==> src/rtl/trdb_cfg_master.sv <==
// Command-to-bus initiator for the trace debugger register port: write, read, poll-until-clear.
// Optional transfer counter on txn_count_o when TRDB_CFG_MASTER_STATS_EN is defined.
module trdb_cfg_master #(
    parameter int APB_ADDR_WIDTH = 12,
    parameter int POLL_MAX       = 256,
    parameter int POLL_GAP       = 4
) (
    input  logic                      clk_i,
    input  logic                      rst_ni,
    input  logic                      cmd_valid_i,
    output logic                      cmd_ready_o,
    input  logic [1:0]                cmd_op_i,
    input  logic [APB_ADDR_WIDTH-1:0] cmd_addr_i,
    input  logic [31:0]               cmd_wdata_i,
    output logic                      rsp_valid_o,
    input  logic                      rsp_ready_i,
    output logic [31:0]               rsp_rdata_o,
    output logic                      rsp_timeout_o,
    output logic                      per_valid_o,
    output logic                      per_we_o,
    output logic [APB_ADDR_WIDTH-1:0] per_addr_o,
    output logic [31:0]               per_wdata_o,
    input  logic                      per_ready_i,
    input  logic [31:0]               per_rdata_i,
    output logic                      busy_o,
    output logic [15:0]               txn_count_o
);

    localparam int PW = $clog2(POLL_MAX) + 1;
    localparam int GW = (POLL_GAP > 1) ? $clog2(POLL_GAP) : 1;
    localparam logic [PW-1:0] POLL_LAST = PW'(POLL_MAX - 1);
    localparam logic [GW-1:0] GAP_LAST  = GW'((POLL_GAP > 0) ? POLL_GAP - 1 : 0);

    localparam logic [1:0] OP_WR   = 2'b00;
    localparam logic [1:0] OP_RD   = 2'b01;
    localparam logic [1:0] OP_POLL = 2'b10;

    typedef enum logic [1:0] {IDLE, ACCESS, GAP, RESP} state_t;

    state_t        state;
    logic [1:0]    op;
    logic [31:0]   mask;
    logic [PW-1:0] poll_cnt;
    logic [GW-1:0] gap_cnt;

    logic is_poll;
    logic clear;
    logic poll_again;

    assign is_poll    = (op == OP_POLL);
    assign clear      = ((per_rdata_i & mask) == 32'h0);
    assign poll_again = is_poll && !clear && (poll_cnt != POLL_LAST);

    always_ff @(posedge clk_i or negedge rst_ni) begin
        if (!rst_ni) begin
            state         <= IDLE;
            op            <= OP_WR;
            mask          <= '0;
            poll_cnt      <= '0;
            gap_cnt       <= '0;
            cmd_ready_o   <= 1'b1;
            rsp_valid_o   <= 1'b0;
            rsp_rdata_o   <= '0;
            rsp_timeout_o <= 1'b0;
            per_valid_o   <= 1'b0;
            per_we_o      <= 1'b0;
            per_addr_o    <= '0;
            per_wdata_o   <= '0;
            busy_o        <= 1'b0;
        end else begin
            case (state)
                IDLE: begin
                    if (cmd_valid_i) begin
                        op          <= cmd_op_i;
                        mask        <= cmd_wdata_i;
                        poll_cnt    <= '0;
                        per_addr_o  <= cmd_addr_i;
                        cmd_ready_o <= 1'b0;
                        busy_o      <= 1'b1;
                        if (cmd_op_i == 2'b11) begin
                            state         <= RESP;
                            rsp_valid_o   <= 1'b1;
                            rsp_rdata_o   <= '0;
                            rsp_timeout_o <= 1'b1;
                        end else begin
                            state       <= ACCESS;
                            per_valid_o <= 1'b1;
                            per_we_o    <= (cmd_op_i == OP_WR);
                            per_wdata_o <= (cmd_op_i == OP_WR) ? cmd_wdata_i : 32'h0;
                        end
                    end
                end
                ACCESS: begin
                    if (per_ready_i) begin
                        if (poll_again) begin
                            poll_cnt <= poll_cnt + 1'b1;
                            // Zero gap re-issues immediately with the request held high
                            if (POLL_GAP != 0) begin
                                state       <= GAP;
                                per_valid_o <= 1'b0;
                                gap_cnt     <= '0;
                            end
                        end else begin
                            state         <= RESP;
                            per_valid_o   <= 1'b0;
                            per_we_o      <= 1'b0;
                            per_wdata_o   <= '0;
                            rsp_valid_o   <= 1'b1;
                            rsp_rdata_o   <= (op == OP_WR) ? 32'h0 : per_rdata_i;
                            rsp_timeout_o <= is_poll && !clear;
                        end
                    end
                end
                GAP: begin
                    if (gap_cnt == GAP_LAST) begin
                        state       <= ACCESS;
                        per_valid_o <= 1'b1;
                    end else begin
                        gap_cnt <= gap_cnt + 1'b1;
                    end
                end
                RESP: begin
                    if (rsp_ready_i) begin
                        state       <= IDLE;
                        rsp_valid_o <= 1'b0;
                        cmd_ready_o <= 1'b1;
                        busy_o      <= 1'b0;
                    end
                end
                default: state <= IDLE;
            endcase
        end
    end

`ifdef TRDB_CFG_MASTER_STATS_EN
    logic [15:0] txn_q;

    always_ff @(posedge clk_i or negedge rst_ni) begin
        if (!rst_ni) begin
            txn_q <= '0;
        end else if (state == ACCESS && per_ready_i) begin
            txn_q <= txn_q + 16'd1;
        end
    end

    assign txn_count_o = txn_q;
`else
    assign txn_count_o = 16'h0;
`endif

    logic unused;
    assign unused = ^OP_RD;

endmodule

==> config.mk <==
export PLATFORM = sky130hd
export DESIGN_NAME = trdb_cfg_master
export DESIGN_NICKNAME = d
export VERILOG_FILES = /design/src/rtl/trdb_cfg_master.sv
export SDC_FILE = /design/constraint.sdc
export NUM_CORES = 1
export LEC_CHECK = 0
export BUFFER_PORTS_ARGS = -buffer_cell sky130_fd_sc_hd__buf_2
export CAP_MARGIN = 10
export CORE_UTILIZATION = 35
export CTS_CLUSTER_SIZE = 10
export DETAILED_ROUTE_END_ITERATION = 10
export PLACE_DENSITY = 0.71
export SLEW_MARGIN = 20
export SYNTH_ARGS = -nofsm -noshare
export SYNTH_HDL_FRONTEND = slang
export SYNTH_SLANG_ARGS = --single-unit
export TNS_END_PERCENT = 5
==> constraint.sdc <==
create_clock -name clk_i -period 2.5 [get_ports clk_i]
set_input_delay 0 -clock clk_i [delete_from_list [all_inputs] [get_ports clk_i]]
set_output_delay 0 -clock clk_i [all_outputs]
set_load 0.01 [all_outputs]
* Word-level counts from Yosys, hierarchy flattened
Index checks and enable logic that the tools add are counted.
Cells by class: add/sub/neg operators 2, equality and inequality tests 16, muxes and demuxes 51, bitwise gates (word level) 1, reductions and logical operators 21
Operators by type and width (number):
- two-way mux 32 bit | 10
- one-hot mux 32 bit (2 select lines) | 2
- AND 32 bit | 1
- logical NOT 32 bit | 1
- two-way mux 9 bit | 3
- two-way mux 1 bit | 19
- != test 2 bit, second input constant | 9
- one-hot mux 9 bit (2 select lines) | 1
- two-way mux 2 bit | 8
- AND reduction 5 bit | 3
- AND reduction 4 bit | 3
- equality test 2 bit, second input constant | 5
- adder 9 x 1 -> 9 bit, second input constant | 1
- != test 9 x 8 -> 1 bit, second input constant | 1
- one-hot mux 1 bit (2 select lines) | 4
- one-hot mux 2 bit (4 select lines) | 1
- logical NOT 2 bit | 3
- one-hot mux 1 bit (3 select lines) | 2
- AND reduction 6 bit | 1
- nonzero test 2 bit | 3
- nonzero test 3 bit | 2
- one-hot mux 2 bit (2 select lines) | 1
- AND reduction 3 bit | 1
- adder 2 x 1 -> 2 bit, second input constant | 1
- 4 further kinds | 5
Word-level totals: bits in registers 129, input bits 83, output and inout bits 98

* Longest topological paths before layout
Gate-level depths: netlist of the first run.
depth in word-level cells 8, gate-level depth with buffers 10

* Least setup slack after synthesis of the first run
Ideal clock, no wire load.
path kind register -> register, start register poll_cnt[0], end register poll_cnt[2], library setup time 0.124 ns, arrival time 1.952 ns, setup slack 0.424 ns, cell stages (with the launch flop) 11, path buffers 1, period minus slack after synthesis 2.076 ns, path through dfrtp_1 -> ha_1 -> nand3_1 -> or2_2 -> nor2_1 -> ha_1 -> nor2b_1 -> o21a_1 -> buf_6 -> and4b_1 -> a211o_1
On the way: longest elaborated chain between the ends 4, elaborated cells between the ends (all ways) 8, those cells by class add/sub (1); eq/ne (2); mux (3); reduce/logical (2)
RTL lines:
- from (decl) | RTL line 43 | logic [PW-1:0] poll_cnt;
- from (signal assigned) | RTL line 96 | poll_cnt <= poll_cnt + 1'b1;
- adder 9 x 1 -> 9 bit / != test 9 x 8 -> 1 bit (equally long branches) | RTL line 96, 52
- two-way mux 9 bit / logical AND 1 bit (equally long branches) | RTL line 95, 52
- two-way mux 9 bit / != test 2 bit (equally long branches)
- one-hot mux 9 bit (2 select lines) / AND reduction 4 bit (equally long branches)
Parallel ways exist; a longest one is shown, timed or not. The select of a mux whose other input is x is not followed. A chain may end at the register's enable or synchronous reset.

* Worst setup path after layout of the first run
start register poll_cnt[0], end register poll_cnt[8]
Same word-level chain as after synthesis.

==> results of run 1 <==
==> cell families after synthesis <==
| group | after synthesis | synth area share (%) |
|---|---|---|
| other | 1 | 0.0698 |
| flip-flops | 129 | 60.1 |
| AO/OA/AOI/OAI | 121 | 18.8 |
| adder cells (fa/ha/maj) | 3 | 0.699 |
| buffers and inverters | 49 | 5.27 |
| AND/OR/NAND/NOR | 195 | 15.0 |
==> stage by stage <==
step	setup slack, ns	total power, mW	std cells	hold WS [ns]
2_1_floorplan	0.424	5.19	513	-0.296
3_3_place_gp	0.300	6.33	834	0.0578
3_5_place_dp	0.270	6.40	834	0.0557
4_1_cts	0.201	8.97	947	0.0357
5_1_grt	0.0905	9.48	947	0.0878
6_report	0.214	8.89	947	0.0649
==> area by class of cell <==
cell class | instances | area [um2] | area share [%]
sequential | 129 | 3230 | 41.3
timing repair buffer | 261 | 1820 | 23.3
clock inverter | 14 | 144 | 1.84
tap | 184 | 230 | 2.94
multi-input combinational | 335 | 1940 | 24.7
clock buffer | 18 | 439 | 5.62
inverter | 6 | 22.5 | 0.288
==> power groups by stage <==
stage / Combinational (mW) / Clock [mW] / Sequential (mW)
final: 2.99 / 2.43 / 3.47
after global routing: 3.32 / 2.58 / 3.57
after CTS: 3.02 / 2.49 / 3.46
after detailed placement: 2.92 / 0 / 3.48
after global placement: 2.85 / 0 / 3.48
after floorplan: 1.61 / 0 / 3.57
==> sequential cells by signal, summed over array words and instances (netlist names) <==
register / flops
cmd_ready_o: 1
gap_cnt: 2
op: 2
busy_o: 1
rsp_rdata_o: 32
per_wdata_o: 32
poll_cnt: 9
rsp_timeout_o: 1
state: 2
mask: 32
per_addr_o: 12
rsp_valid_o: 1
per_we_o: 1
per_valid_o: 1
==> cells in the mapped netlist, drive strengths merged (4+ instances only) <==
| master | instances | area (um2) |
|---|---|---|
| inv | 6 | 22.5 |
| nand3 | 6 | 30.0 |
| nor3 | 4 | 20.0 |
| nand2 | 156 | 586 |
| a22oi | 7 | 52.6 |
| clkbuf | 11 | 41.3 |
| a21oi | 11 | 58.8 |
| a22o | 69 | 604 |
| a221oi | 5 | 75.1 |
| o21ai | 12 | 75.1 |
| dfrtp | 128 | 3200 |
| buf | 32 | 219 |
| nor2 | 12 | 47.6 |
==> tightest hold or removal path, stage by stage <==
cell     delay, ns
buf_2         0.07
nand2_1       0.07
buf_4         0.15
o21ai_0       0.07
a21oi_1       0.07
==> worst max path at each step <==
stage | from | cells past startpoint | slack, ns | endpoint
5_1_grt | poll_cnt[0] | 9 | 0.09 | poll_cnt[8]
2_1_floorplan | poll_cnt[0] | 10 | 0.42 | poll_cnt[2]
6_report | poll_cnt[0] | 9 | 0.21 | poll_cnt[8]
3_5_place_dp | poll_cnt[0] | 10 | 0.27 | poll_cnt[2]
4_1_cts | poll_cnt[0] | 9 | 0.20 | poll_cnt[8]
3_3_place_gp | poll_cnt[0] | 10 | 0.30 | poll_cnt[2]
==> layer usage <==
| metal | wire [um] | global-route usage (%) | up-vias |
|---|---|---|---|
| met3 | 789 | 5.35 | 31 |
| met5 | 0 | 0 | - |
| met1 | 7140 | 27.1 | 2277 |
| li1 | - | - | 2217 |
| met2 | 7420 | 33.1 | 191 |
| met4 | 425 | 9.14 | 0 |
==> results.py, run 1 <==
metrics = {
    "power": {
        "p_per_area_nw_per_um2": 1140,
        "p_seq_share_pct": 39.0,
        "peakVddDrop_uv": 634,
        "pwr-share-clk_pct": 27.3,
        "p_comb_share_pct": 33.6,
        "switching_share_pct": 36.1,
        "p_switching_mw": 3.21,
        "power.internal_mw": 5.69,
        "leakagePower_nw": 4.10,
    },
    "logic_synthesis": {
        "async_flop_share_pct": 100,
        "synth.cell_area_um2": 5370,
        "synth_cells": 498,
        "synth-seq-area-share_pct": 60.1,
        "syn_area_per_cell_um2": 10.8,
        "synth-main-ff-cell": "dfrtp_1",
        "synth.distinct_cells": 46,
        "synth-edff-count": 0,
        "yosysWarnings": 0,
        "synth-seq-cells": 129,
    },
    "detailed_routing": {
        "drtIter0Drc": 267,
        "via_per_inst": 4.98,
        "first_pass_iters": 4,
        "drt_wl_total_mm": 15.8,
        "detail-route-antenna-nets": 0,
        "wl_per_cell_um": 16.7,
        "via_count": 4716,
        "drc": 0,
    },
    "worst_setup_path": {
        "cp_top_family": "simple AND/OR/NAND/NOR gates",
        "cp_cell_sequence": "ha_1 -> nand3_1 -> or2_2 -> nor2_1 -> ha_1 -> nor2b_1 -> o21ai_4 -> or4_1 -> o311ai_0",
        "crit_fanout": 9,
        "r2r-start": "poll_cnt[0]",
        "crit_buf_inv": 0,
        "cp.arrival_ns": 2.58,
        "regToRegEndpoint": "poll_cnt[8]",
        "startpoint_type": "register",
        "rr_worst_depth": 9,
        "rrSetupSlack_ns": 0.21,
        "crit_top_cell": "ha_1",
        "worst_path_max_delay_cell": "or4_1",
        "end_kind": "register",
        "cp_slowest_stage_delay_ns": 0.50,
        "critPathRequiredTime_ns": 2.80,
        "crit_type": "reg2reg",
    },
    "hold_path": {
        "hold_class": "in2reg",
        "whs_path_depth": 5,
        "hold_end": "per_valid_o",
        "hold_path.startpoint": "per_ready_i",
    },
    "finish": {
        "final_area_um2": 7820,
        "nNetsFinal": 836,
        "drive_above_1_share_pct": 30.1,
        "num-fill-cells": 1298,
        "final_common_cell": "buf_2",
        "antenna-diode-count": 0,
        "mostFrequentLayoutCells": "buf_2 (163), nand2_1 (155), dfrtp_1 (128)",
        "postLayoutCoreUtil_pct": 53.0,
        "syn2layout_area_growth_pct": 45.7,
    },
    "clock_tree": {
        "cts_setup_buffers": 0,
        "clockBufferDepth": 2,
        "insertion_delay_ns": 0.42,
        "clk_pin_slew_worst_paths_ns": 0.06,
        "cts_tree": "built",
        "cts_resized": 0,
        "clockRootBuffer": "clkbuf_16",
        "htreeDepth": 4,
        "cts_made_buffers": 17,
        "cts.sinks": 129,
        "hold_buffers": 81,
    },
    "placement": {
        "dpl.hpwl_mm": 10.1,
        "place_area_um2": 6430,
        "portBuffers": 164,
        "place_congestion": 0.763,
    },
    "floorplan": {
        "ios": 181,
        "die_h_um": 126,
        "die_w_um": 126,
        "row_count": 44,
        "die_area_um2": 15800,
        "start_util_pct": 36.4,
        "core_um2": 14800,
    },
    "sta": {
        "grt_setup_unrepaired": "false",
        "max_slew_margin_pct": 56.2,
        "setup-violations-final": 0,
        "post-route-period-util_pct": 91.4,
        "tns_ns": 0,
        "min_period_ns": 2.29,
        "hold_viol": 0,
        "fin_worst_skew_ns": 0.00849,
        "clock.fmax_ghz": 0.437,
        "drv_slew": 0,
        "worstMarginPinSlew_ns": 0.658,
    },
    "outcome": {
        "outcome": "finished clean",
    },
    "global_routing": {
        "grt_pass1_wl_mm": 25.2,
        "grt_max_degree": 71,
        "grt_pass1_vias": 4749,
        "grt_antenna_before_repair": 0,
        "grt_util_all_layers_pct": 20.9,
        "grt-ovfl-total": 0,
    },
    "run": {
        "cap_viol_max_count": 0,
    },
}
Note: power is estimated with default switching activity, not from simulation.
==> run 2: changes to the inputs <==
- CELL_PAD_IN_SITES_DETAIL_PLACEMENT: default -> 1
- CELL_PAD_IN_SITES_GLOBAL_PLACEMENT: default -> 2
- CORE_UTILIZATION: 35 -> 31
- PLACE_DENSITY: 0.71 -> 0.92
==> run 2 against run 1 <==
Clock skew rose by 0.00073 ns. Count of clock-buffer cells in the layout up 5. Worst setup slack worse by 0.069 ns. Sequential share of layout area shrank 0.42 points. Critical path type unchanged.
==> results.py, run 2 (synthesis results as in run 1) <==
metrics = {
    "outcome": {
        "outcome": "finished clean",
    },
    "global_routing": {
        "grt_util_all_layers_pct": 23.4,
        "grt_pass1_wl_mm": 31.1,
        "grt_use_met2_pct": 40.6,
        "grt_antenna_before_repair": 3,
        "grt_max_degree": 91,
        "grt_use_met1_pct": 25.4,
        "globalRouteMet3Util_pct": 5.94,
        "busiest_layer": "met2",
        "grt_pass1_vias": 5617,
        "grt-ovfl-total": 0,
    },
    "sta": {
        "setup-violations-final": 0,
        "min_period_ns": 2.35,
        "clock.fmax_ghz": 0.425,
        "worstMarginPinSlew_ns": 0.846,
        "post-route-period-util_pct": 94.2,
        "fin_worst_skew_ns": 0.00923,
        "drv_slew": 0,
        "fin_hold_ws_ns": 0.0683,
        "hold_viol": 0,
        "tns_ns": 0,
        "grt_setup_unrepaired": "false",
        "max_slew_margin_pct": 43.6,
    },
    "power": {
        "leakagePower_nw": 4.11,
        "p_switching_mw": 3.45,
        "peakVddDrop_uv": 540,
        "switching_share_pct": 37.3,
        "p_per_area_nw_per_um2": 1170,
        "p_comb_share_pct": 34.7,
        "power.internal_mw": 5.81,
        "p_seq_share_pct": 38.1,
        "pwr-share-clk_pct": 27.2,
    },
    "detailed_routing": {
        "via_per_inst": 5.06,
        "wl_per_cell_um": 20.1,
        "first_pass_iters": 4,
        "drtIter0Drc": 208,
        "via_count": 5002,
        "drt_wl_total_mm": 19.9,
        "detail-route-antenna-nets": 0,
        "drc": 0,
    },
    "worst_setup_path": {
        "r2r-start": "poll_cnt[0]",
        "critPathRequiredTime_ns": 2.84,
        "regToRegEndpoint": "rsp_rdata_o[21]",
        "cp-endpoint": "rsp_rdata_o[21]",
        "crit_buf_inv": 1,
        "worst_path_max_delay_cell": "dfrtp_1",
        "end_kind": "register",
        "cp_top_family": "simple AND/OR/NAND/NOR gates",
        "crit_top_cell": "ha_1",
        "cp_cell_sequence": "ha_1 -> nand3_1 -> or2_2 -> nor2_1 -> ha_1 -> nor2b_2 -> o21a_1 -> nor2_2 -> buf_4 -> a22o_1",
        "crit_type": "reg2reg",
        "crit_fanout": 32,
        "rrSetupSlack_ns": 0.15,
        "cp_num_cells": 10,
        "startpoint_type": "register",
        "cp_slowest_stage_delay_ns": 0.36,
        "startpoint": "poll_cnt[0]",
        "cp.arrival_ns": 2.70,
        "rr_worst_depth": 10,
    },
    "clock_tree": {
        "clockBufferDepth": 2,
        "cts_tree": "built",
        "clockRootBuffer": "clkbuf_16",
        "cts_made_buffers": 17,
        "htreeDepth": 4,
        "clk_pin_slew_worst_paths_ns": 0.06,
        "cts.sinks": 129,
        "insertion_delay_ns": 0.42,
    },
    "floorplan": {
        "die_area_um2": 17800,
        "die_w_um": 134,
        "core_um2": 16800,
        "ios": 181,
        "die_h_um": 134,
        "start_util_pct": 32.0,
        "row_count": 47,
    },
    "finish": {
        "nNetsFinal": 838,
        "syn2layout_area_growth_pct": 47.2,
        "seq_area_um2": 3230,
        "drive_above_1_share_pct": 30.6,
        "num-fill-cells": 1876,
        "final_common_cell": "buf_2",
        "final_area_um2": 7900,
        "mostFrequentLayoutCells": "buf_2 (163), nand2_1 (155), dfrtp_1 (128)",
        "final_cells": 988,
        "postLayoutCoreUtil_pct": 47.1,
        "multi_input_area_um2": 1960,
        "reg_top3": "mask: 32 flops, per_wdata_o: 32 flops, rsp_rdata_o: 32 flops",
    },
    "placement": {
        "portBuffers": 164,
        "dp_cells": 869,
        "place_congestion": 0.800,
        "place_area_um2": 6430,
        "dpl.hpwl_mm": 11.7,
    },
    "hold_path": {
        "hold_class": "in2reg",
        "hold_path.startpoint": "per_ready_i",
    },
    "run": {
        "cap_viol_max_count": 0,
    },
}
==> run 2: worst min-delay path by stage <==
| stage | slack (ns) | depth (start not counted) | endpoint |
|---|---|---|---|
| 2_1_floorplan | -0.30 | 0 | busy_o |
| 3_3_place_gp | 0.12 | 1 | gap_cnt[0] |
| 3_5_place_dp | 0.14 | 1 | gap_cnt[0] |
| 4_1_cts | 0.04 | 4 | per_valid_o |
| 5_1_grt | 0.08 | 4 | per_valid_o |
| 6_report | 0.07 | 4 | per_valid_o |
==> run 2: area by class of cell <==
type,instances,share of cell area (%)
diodes,3,0.0950
flip-flops and latches,129,40.9
multi-input cells,336,24.8
clock buffers,23,6.43
inverters,6,0.285
well taps,220,3.48
clock inverters,9,1.20
repair buffers,262,22.9
==> run 2: power groups by stage <==
stage | Clock, mW | Sequential [mW] | Combinational [mW]
final | 2.52 | 3.53 | 3.21
after global routing | 2.65 | 3.63 | 3.51
after CTS | 2.55 | 3.50 | 3.13
after detailed placement | 0 | 3.50 | 2.96
after global placement | 0 | 3.47 | 2.80
after floorplan | 0 | 3.57 | 1.61
==> run 2: worst register-to-register path, stage by stage (launching register included) <==
cell and delay (ns):
dfrtp_1 0.36, ha_1 0.21, nand3_1 0.13, or2_2 0.35, nor2_1 0.12, ha_1 0.17
nor2b_2 0.06, o21a_1 0.14, nor2_2 0.11, buf_4 0.36, a22o_1 0.27
==> run 2: metrics by stage <==
stage                     power, mW  setup slack, ns
after global routing           9.78           0.0226
after detailed placement       6.46           -0.174
after global placement         6.27          -0.0235
after CTS                      9.17          -0.0333
after floorplan                5.19            0.424
final                          9.26            0.145
==> run 2: timing repair <==
item / in CTS / in global routing
hold buffers: 81 / 0
pin swaps: 1 / 1
resized for setup: 1 / 3
gates cloned: 1 / 0
buffers inserted: 0 / 2
endpoints found under the setup margin: 33 / 64
endpoints found under the hold margin: 200 / 0
==> run 2: layer usage <==
layer	vias up	wire [um]
li1	2221	-
met1	2522	7650
met2	203	10300
met3	56	1070
met4	0	845
met5	-	0
==> run 3: changes to the inputs <==
- CORE_UTILIZATION: 31 -> 28
- PLACE_DENSITY: 0.92 -> 0.88
- clock period: 2.5 -> 2 ns (I/O delays scaled with it)
==> run 3 against run 2 <==
The run now ends with negative hold slack, negative setup slack left. First-iteration DRC count grew 28%. Die area rose by 11%. Combinational power increased by 46%. Global-route usage shrank 1.6 points. Hold slack worse by 0.21 ns. Sequential power is 23% higher. Worst setup slack worse by 0.39 ns. Critical path type unchanged. Largest power group is now combinational cells.
==> results.py, run 3 (synthesis results as in run 1) <==
metrics = {
    "finish": {
        "mostFrequentLayoutCells": "buf_2 (163), nand2_1 (155), dfrtp_1 (128)",
        "num-fill-cells": 2097,
        "reg_top3": "mask: 32 flops, per_wdata_o: 32 flops, rsp_rdata_o: 32 flops",
        "nNetsFinal": 867,
        "final_common_cell": "buf_2",
        "drive_above_1_share_pct": 33.9,
        "syn2layout_area_growth_pct": 55.3,
        "final_area_um2": 8340,
    },
    "power": {
        "p_per_area_nw_per_um2": 1510,
        "peakVddDrop_uv": 791,
        "power_mw": 12.6,
        "leakagePower_nw": 4.34,
    },
    "clock_tree": {
        "clockBufferDepth": 2,
        "clk_pin_slew_worst_paths_ns": 0.06,
        "hold_buffers": 81,
        "cts.sinks": 129,
        "cts_tree": "built",
        "cts_made_buffers": 17,
        "insertion_delay_ns": 0.43,
        "htreeDepth": 4,
        "clockRootBuffer": "clkbuf_16",
    },
    "sta": {
        "grt_setup_unrepaired": "true",
        "max_slew_margin_pct": 60.9,
        "min_period_ns": 2.24,
        "drv_slew": 0,
        "fin_worst_skew_ns": 0.0129,
        "fin_hold_ws_ns": -0.138,
        "worstMarginPinSlew_ns": 0.586,
        "setup-violations-final": 70,
        "post-route-period-util_pct": 112,
        "setup_ws_ns": -0.243,
        "hold_viol": 1,
        "clock.fmax_ghz": 0.446,
    },
    "detailed_routing": {
        "drc": 0,
        "wl_per_cell_um": 20.7,
        "drtIter0Drc": 267,
        "first_pass_iters": 4,
        "detail-route-antenna-nets": 0,
        "via_count": 5157,
        "drt_wl_total_mm": 21.3,
        "via_per_inst": 5.01,
    },
    "floorplan": {
        "die_w_um": 140,
        "core_um2": 18800,
        "start_util_pct": 28.6,
        "row_count": 50,
        "die_h_um": 140,
        "ios": 181,
        "die_area_um2": 19700,
    },
    "worst_setup_path": {
        "startpoint": "mask[12]",
        "r2r-start": "mask[12]",
        "critPathRequiredTime_ns": 2.30,
        "cp.arrival_ns": 2.55,
        "startpoint_type": "register",
        "crit_type": "reg2reg",
        "end_kind": "register",
        "crit_fanout": 12,
    },
    "placement": {
        "place_congestion": 0.762,
        "portBuffers": 164,
        "place_ws_ns": -0.512,
        "dpl.hpwl_mm": 12.6,
        "place_area_um2": 6640,
    },
    "global_routing": {
        "grt_pass1_vias": 5650,
        "grt_pass1_wl_mm": 32.1,
        "grt_antenna_before_repair": 1,
        "grt_max_degree": 53,
        "grt_util_all_layers_pct": 21.7,
        "grt-ovfl-total": 0,
    },
    "run": {
        "cap_viol_max_count": 0,
    },
    "outcome": {
        "outcome": "finished with violations",
        "violations": "negative hold slack, negative setup slack",
    },
    "hold_path": {
        "hold_class": "in2reg",
        "hold_path.startpoint": "per_rdata_i[24]",
    },
}
## run 3: cell count changes in the layout (fill, tap and decap cells not counted), sizes merged
| cell | previous run | this run |
|---|---|---|
| clkinvlp | 4 | 0 |
| bufinv | 1 | 5 |
| clkbuf | 23 | 24 |
| diode | 3 | 1 |
| buf | 181 | 207 |
| clkinv | 1 | 5 |
| inv | 9 | 7 |
## run 3: what timing repair did
| item | 4_1_cts | 5_1_grt |
|---|---|---|
| pin swaps | 24 | 31 |
| cloned | 1 | 3 |
| hold endpoints to repair | 244 | 1 |
| gates resized for setup | 15 | 4 |
| setup buffers | 5 | 2 |
| endpoints found under the setup margin | 78 | 78 |
## run 3: stage by stage
stage	setup TNS (ns)	utilization [%]	cells
after floorplan	0	-	513
after global placement	-18.67	35.4	904
after detailed placement	-22.30	35.4	904
after CTS	-9.27	43.9	1023
after global routing	-15.95	44.4	1029
final	-10.12	44.4	1029
## run 3: final cells by class
type,instances,area [um2],area share [%]
Timing Repair Buffer,291,2110,25.3
Tap cell,234,293,3.51
Clock buffer,21,480,5.76
Sequential cell,129,3230,38.7
Antenna cell,1,2.50,0.0300
Inverter,6,22.5,0.270
Clock inverter,11,199,2.39
Multi-Input combinational cell,336,2000,24.0
## run 3: critical path, stage by stage (launching register included)
cell and delay (ns):
dfrtp_1 0.38, a22o_1 0.28, a221oi_2 0.23, nand4_1 0.24, o21ai_4 0.28, buf_6 0.17, o21ai_4 0.12, clkbuf_16 0.22
a22o_1 0.20
## run 3: report_power, final
part           switching, mW  leakage, nW  internal (mW)
clock                   1.23        0.334           2.36
sequential             0.717         1.66           3.63
combinational           2.58         2.35           2.10
total                   4.53         4.34           8.09
## run 3: worst paths after layout
check                                  end  slack (ns)  cells after the start
max in group asynchronous  per_wdata_o[12]        1.27                      3
setup / recovery           rsp_rdata_o[29]       -0.24                      8
min in group asynchronous   per_wdata_o[7]        0.05                      2
setup reg to reg           rsp_rdata_o[29]       -0.24                      8
hold reg to reg              per_addr_o[2]        0.47                      2
hold / removal             rsp_rdata_o[24]       -0.14                      2
## run 3: routing by layer
layer | share of wire [%] | GRT usage [%]
met5 | 0 | 0
met4 | 5.3 | 11.4
met3 | 5.2 | 4.72
met2 | 49 | 36.3
met1 | 40 | 26.4
